--- src/rtl/booth_pp_generator.sv ---
// Radix-4 Booth partial-product generator: emits one partial product per cycle into a held bank.
// Optional BOOTH_BACK2BACK_EN lets a new operand pair be accepted in the same cycle the set is consumed.
module booth_pp_generator #(
  parameter int WIDTH = 8
) (
  input  logic                                    clk,
  input  logic                                    rst_n,
  input  logic                                    in_valid,
  output logic                                    in_ready,
  input  logic [WIDTH-1:0]                        a,
  input  logic [WIDTH-1:0]                        b,
  output logic                                    out_valid,
  input  logic                                    out_ready,
  output logic [(WIDTH/2+1)*(2*WIDTH)-1:0]        pp_flat,
  output logic                                    busy
);

  localparam int NPP  = WIDTH / 2 + 1;
  localparam int PPW  = 2 * WIDTH;
  localparam int CNTW = $clog2(NPP);
  localparam int BXW  = WIDTH + 3;

  typedef enum logic [1:0] {
    IDLE = 2'd0,
    GEN  = 2'd1,
    DONE = 2'd2
  } state_t;

  state_t                 state_q, state_d;
  logic [CNTW-1:0]        cnt_q, cnt_d;
  logic [WIDTH-1:0]       a_q, a_d;
  logic [WIDTH-1:0]       b_q, b_d;
  logic [NPP*PPW-1:0]     pp_q, pp_d;

  logic [BXW-1:0]         b_ext;
  logic [2:0]             triplet;
  logic [PPW-1:0]         a_ext;
  logic [PPW-1:0]         prod;
  logic [PPW-1:0]         slot_val;
  logic                   accept;

  // Two zero bits above the multiplier keep it unsigned; the bit below is B[-1].
  assign b_ext   = {2'b00, b_q, 1'b0};
  assign triplet = 3'(b_ext >> {cnt_q, 1'b0});
  assign a_ext   = {{WIDTH{1'b0}}, a_q};

  always_comb begin
    prod = '0;
    unique case (triplet)
      3'b001, 3'b010: prod = a_ext;
      3'b011:         prod = a_ext << 1;
      3'b100:         prod = -(a_ext << 1);
      3'b101, 3'b110: prod = -a_ext;
      default:        prod = '0;
    endcase
  end

  assign slot_val = prod << {cnt_q, 1'b0};

  always_comb begin
    // NOTE: every signal driven here gets a default first so no path leaves it unassigned (no latch).
    state_d  = state_q;
    cnt_d    = cnt_q;
    a_d      = a_q;
    b_d      = b_q;
    pp_d     = pp_q;
    in_ready = 1'b0;
    accept   = 1'b0;

    unique case (state_q)
      IDLE: begin
        in_ready = 1'b1;
        accept   = in_valid;
      end

      GEN: begin
        for (int i = 0; i < NPP; i++) begin
          if (cnt_q == CNTW'(i)) pp_d[i*PPW +: PPW] = slot_val;
        end
        if (cnt_q == CNTW'(NPP - 1)) begin
          cnt_d   = '0;
          state_d = DONE;
        end else begin
          cnt_d = cnt_q + 1'b1;
        end
      end

      DONE: begin
`ifdef BOOTH_BACK2BACK_EN
        in_ready = out_ready;
        accept   = out_ready && in_valid;
        if (out_ready && !in_valid) state_d = IDLE;
`else
        if (out_ready) state_d = IDLE;
`endif
      end

      default: state_d = IDLE;
    endcase

    if (accept) begin
      a_d     = a;
      b_d     = b;
      pp_d    = '0;
      cnt_d   = '0;
      state_d = GEN;
    end
  end

  // NOTE: the partial-product bank is an array of registers, but it is reset like any other
  // state because a reset must leave pp_flat at zero rather than at stale products.
  always_ff @(posedge clk or negedge rst_n) begin
    if (!rst_n) begin
      state_q <= IDLE;
      cnt_q   <= '0;
      a_q     <= '0;
      b_q     <= '0;
      pp_q    <= '0;
    end else begin
      // NOTE: non-blocking assignments so every register updates from pre-edge values.
      state_q <= state_d;
      cnt_q   <= cnt_d;
      a_q     <= a_d;
      b_q     <= b_d;
      pp_q    <= pp_d;
    end
  end

  assign out_valid = (state_q == DONE);
  assign busy      = (state_q == GEN);
  assign pp_flat   = pp_q;

endmodule
--- config.mk ---
export PLATFORM = sky130hd
export DESIGN_NAME = booth_pp_generator
export DESIGN_NICKNAME = d
export VERILOG_FILES = /design/src/rtl/booth_pp_generator.sv
export SDC_FILE = /design/constraint.sdc
export NUM_CORES = 1
export LEC_CHECK = 0
export CELL_PAD_IN_SITES_DETAIL_PLACEMENT = 0
export CELL_PAD_IN_SITES_GLOBAL_PLACEMENT = 1
export CORE_ASPECT_RATIO = 1.25
export CORE_MARGIN = 3
export CORE_UTILIZATION = 39
export DETAILED_ROUTE_END_ITERATION = 6
export PLACE_DENSITY = 0.9
export SLEW_MARGIN = 0
export SYNTH_ARGS = -nofsm -noshare
export SYNTH_HDL_FRONTEND = slang
export SYNTH_SLANG_ARGS = --single-unit
--- constraint.sdc ---
create_clock -name clk -period 3.4 [get_ports clk]
set_input_delay 0.68 -clock clk [delete_from_list [all_inputs] [get_ports clk]]
set_output_delay 0.68 -clock clk [all_outputs]
set_load 0.01 [all_outputs]
==> results.sh, run 1 <==
export IMPL_avgRoutedWirePerCell_um=18.8
export IMPL_cp_data_arrival_time_ns=3.33
export IMPL_synth_fp_nets=549
export IMPL_antenna_found_initial=0
export IMPL_ios=103
export IMPL_r2r_setup_slack_ns=0.28
export IMPL_power_density_nw_per_um2=1090
export IMPL_drive_gt1_share_pct=10.5
export IMPL_status="complete, no violations"
export IMPL_placed_area_um2=6220
export IMPL_hold_ws_ns=0.374
export IMPL_fin_area_um2=6510
export IMPL_synth_area_leader_cell="dfrtp_1"
export IMPL_worstSkewPairLatency_ns=0.35
export IMPL_finalHoldViolCount=0
export IMPL_synth_seq_area_share_pct=51.0
export IMPL_grt_busiest_layer="met2"
export IMPL_core_um2=12300
export IMPL_fmax_mhz=321
export IMPL_p_leak_nw=2.85
export IMPL_vdd_drop_max_mv=0.655
export IMPL_nets=648
export IMPL_ant_nets=0
export IMPL_slew_viol_final=0
export IMPL_clockBufferDepth=2
export IMPL_tritoncts="yes"
export IMPL_crit_path_end_kind="flip-flop"
export IMPL_crit_type="flip-flop to flip-flop"
export IMPL_die_width_um=107
export IMPL_start_kind="flip-flop"
export IMPL_routed_wl_mm=14.8
export IMPL_cts_hold_buf=0
export IMPL_first_global_vias=4424
export IMPL_finalNonFillerCells=790
export IMPL_die_h_um=132
export IMPL_finalSetupViolations=0
export IMPL_ys_warnings_count=0
export IMPL_worst_pin_slew_ns=1.09
export IMPL_ys_seq_elements=101
export IMPL_grt_pass1_wl_mm=24.1
export IMPL_cap_violations=0
export IMPL_path_cells="buf_4, and3b_4, a21oi_4, xnor2_2, a32o_1, nor3_1, mux2i_1, a221oi_2, o21ai_0"
export IMPL_vias=4299
export IMPL_synth_top_area_share_pct=51.0
export IMPL_io_buffers=102
export IMPL_dieArea_um2=14100
export IMPL_relSlewSlack_pct=25.7
export IMPL_r2r_end="pp_flat[10]"
export IMPL_yosys_top_cells_count="dfrtp_1 (101), nand2_1 (92), o21ai_0 (47), nor2_1 (36), nand3_1 (34)"
export IMPL_gp_congestion=0.883
export IMPL_vias_per_cell=5.44
export IMPL_clkSlewWorstSetupHoldPaths_ns=0.07
export IMPL_floorplan_initialDensity_pct=40.4
export IMPL_rsz0062_at_grt="false"
export IMPL_cts_buffers=9
export IMPL_synth_edf_count=0
export IMPL_grt_total_usage_pct=21.7
export IMPL_cts_root_buf="clkbuf_16"
export IMPL_cts_sinks=101
export IMPL_synth_area_top_cells="dfrtp_1 (51%), nand2_1 (7.0%), o21ai_0 (4.7%)"
export IMPL_gr_usage_met1_pct=26.7
export IMPL_fin_crit_sh_pct=91.8
export IMPL_hold_class="input pin to async pin"
export IMPL_dp_cells=774
export IMPL_reg2reg_from="cnt_q[0]"
export IMPL_synthFlopType="dfrtp_1"
export IMPL_syn_avg_cell_area_um2=9.50
export IMPL_grt_use_met3_pct=3.67
export IMPL_overflow=0
export IMPL_yosysMostFrequentCell="dfrtp_1"
export IMPL_drcViolationCount=0
export IMPL_critPathRequiredTime_ns=3.61
export IMPL_drtIter0Drc=212
export IMPL_antenna_cells=0
export IMPL_post_dp_hpwl_mm=11.3
export IMPL_grt_util_met2_pct=38.5
export IMPL_crit_start="cnt_q[0]"
export IMPL_synth_area_um2=4960
export IMPL_fin_crit_ns=3.12
export IMPL_fin_skew_ns=0.00721
export IMPL_placementRows=45
export IMPL_p_total_mw=7.10
export IMPL_synth_cell_types=65
export IMPL_grt_max_degree=58
export IMPL_synthCells=522
export IMPL_finalSetupTns_ns=0
export IMPL_async_reset_ff_share_pct=100
export IMPL_worstRegToRegCells=9
export IMPL_cpPeakStageDelay_ns=0.44
export IMPL_htreeDepth=3
export IMPL_dr_pass1_iters=5
export IMPL_crit_slowest_cell="nor3_1"
export IMPL_area_growth_syn_to_layout_pct=31.3
export IMPL_path_max_fanout=21
export IMPL_endpoint="pp_flat[10]"
-- layout by cell type (no fill, tap or decap), drive strengths merged, types with 5 or more instances in the layout --
cell type and count:
a31oi 10, clkbuf 11, clkdlybuf4s50 101, a22oi 5
nand2 92, dfrtp 101, mux2i 5, a32o 7
ha 7, a211oi 8, xnor2 7, inv 13
nor2 37, nor3 9, mux2 10, a21oi 28
buf 22, and3 10, and2 5, nand3 34
o21ai 50
-- critical path, delay by kind of cell, from the launching register on --
family / cells / cell delay, ns
AND/OR/NAND/NOR: 2 / 0.71
XOR/XNOR: 1 / 0.23
AO/OA/AOI/OAI: 4 / 1.11
buffers and inverters: 1 / 0.30
flip-flops: 1 / 0.41
multiplexers: 1 / 0.22
-- state kept, by name, summed over array words and instances (netlist names) --
signal / flops
pp_flat: 80
a_q: 8
b_q: 8
cnt_q: 3
state_q: 2
-- metal layers --
layer  share of wire [%]  vias to the layer above
li1                    -                     2061
met1                  40                     2107
met2                  54                      113
met3                 4.0                       18
met4                 1.8                        0
met5                   0                        -
-- stage by stage --
stage                     util (%)  setup WS, ns
after floorplan                  -         0.714
after global placement        50.7         0.191
after detailed placement      50.7         0.130
after CTS                     53.0         0.112
after global routing          53.1        0.0645
final                         53.1         0.280
-- power breakdown --
group          switching [mW]  total, mW  leakage, nW  internal (mW)
sequential              0.342       1.95         1.34           1.61
combinational            2.42       4.17         1.37           1.75
clock                   0.457      0.982        0.134          0.525
total                    3.22       7.10         2.85           3.88
-- repair_timing --
action	CTS	global route
resized for setup	0	1
setup buffers	0	0
setup endpoints to repair	0	4
-- final cells by class --
type | count | area [um2]
fillers | 1170 | 5760
flip-flops and latches | 101 | 2530
multi-input cells | 375 | 2250
repair buffers | 123 | 1200
clock buffers | 11 | 243
well taps | 164 | 205
clock inverters | 5 | 43.8
inverters | 11 | 41.3
-- how the worst min path moves through the flow --
stage                      startpoint  slack [ns]  cells after the start           to
after floorplan                 rst_n        0.38                      0       a_q[0]
after global placement    pp_flat[74]        0.46                      2  pp_flat[74]
after detailed placement  pp_flat[74]        0.47                      2  pp_flat[74]
after CTS                       rst_n        0.42                      1  pp_flat[71]
after global routing            rst_n        0.46                      1  pp_flat[39]
final                           rst_n        0.37                      1  pp_flat[39]
-- logic make-up after synthesis --
group	Yosys count	share of synthesized area, %
mux	18	4.64
flops	101	51.0
xor+xnor	7	1.39
compound gates	137	18.5
simple gates	206	19.0
fa+ha+maj	7	1.77
buf+inv	46	3.76
Power figures use the tool's default switching activity.
==> run 2, diff against run 1 <==
--- a/config.mk
+++ b/config.mk
@@ -12,7 +12,6 @@
 export CORE_UTILIZATION = 39
 export DETAILED_ROUTE_END_ITERATION = 6
 export PLACE_DENSITY = 0.9
-export SLEW_MARGIN = 0
 export SYNTH_ARGS = -nofsm -noshare
 export SYNTH_HDL_FRONTEND = slang
 export SYNTH_SLANG_ARGS = --single-unit
==> results of run 2 <==
The final DEF is identical to that of run 1; final timing and power are the same.
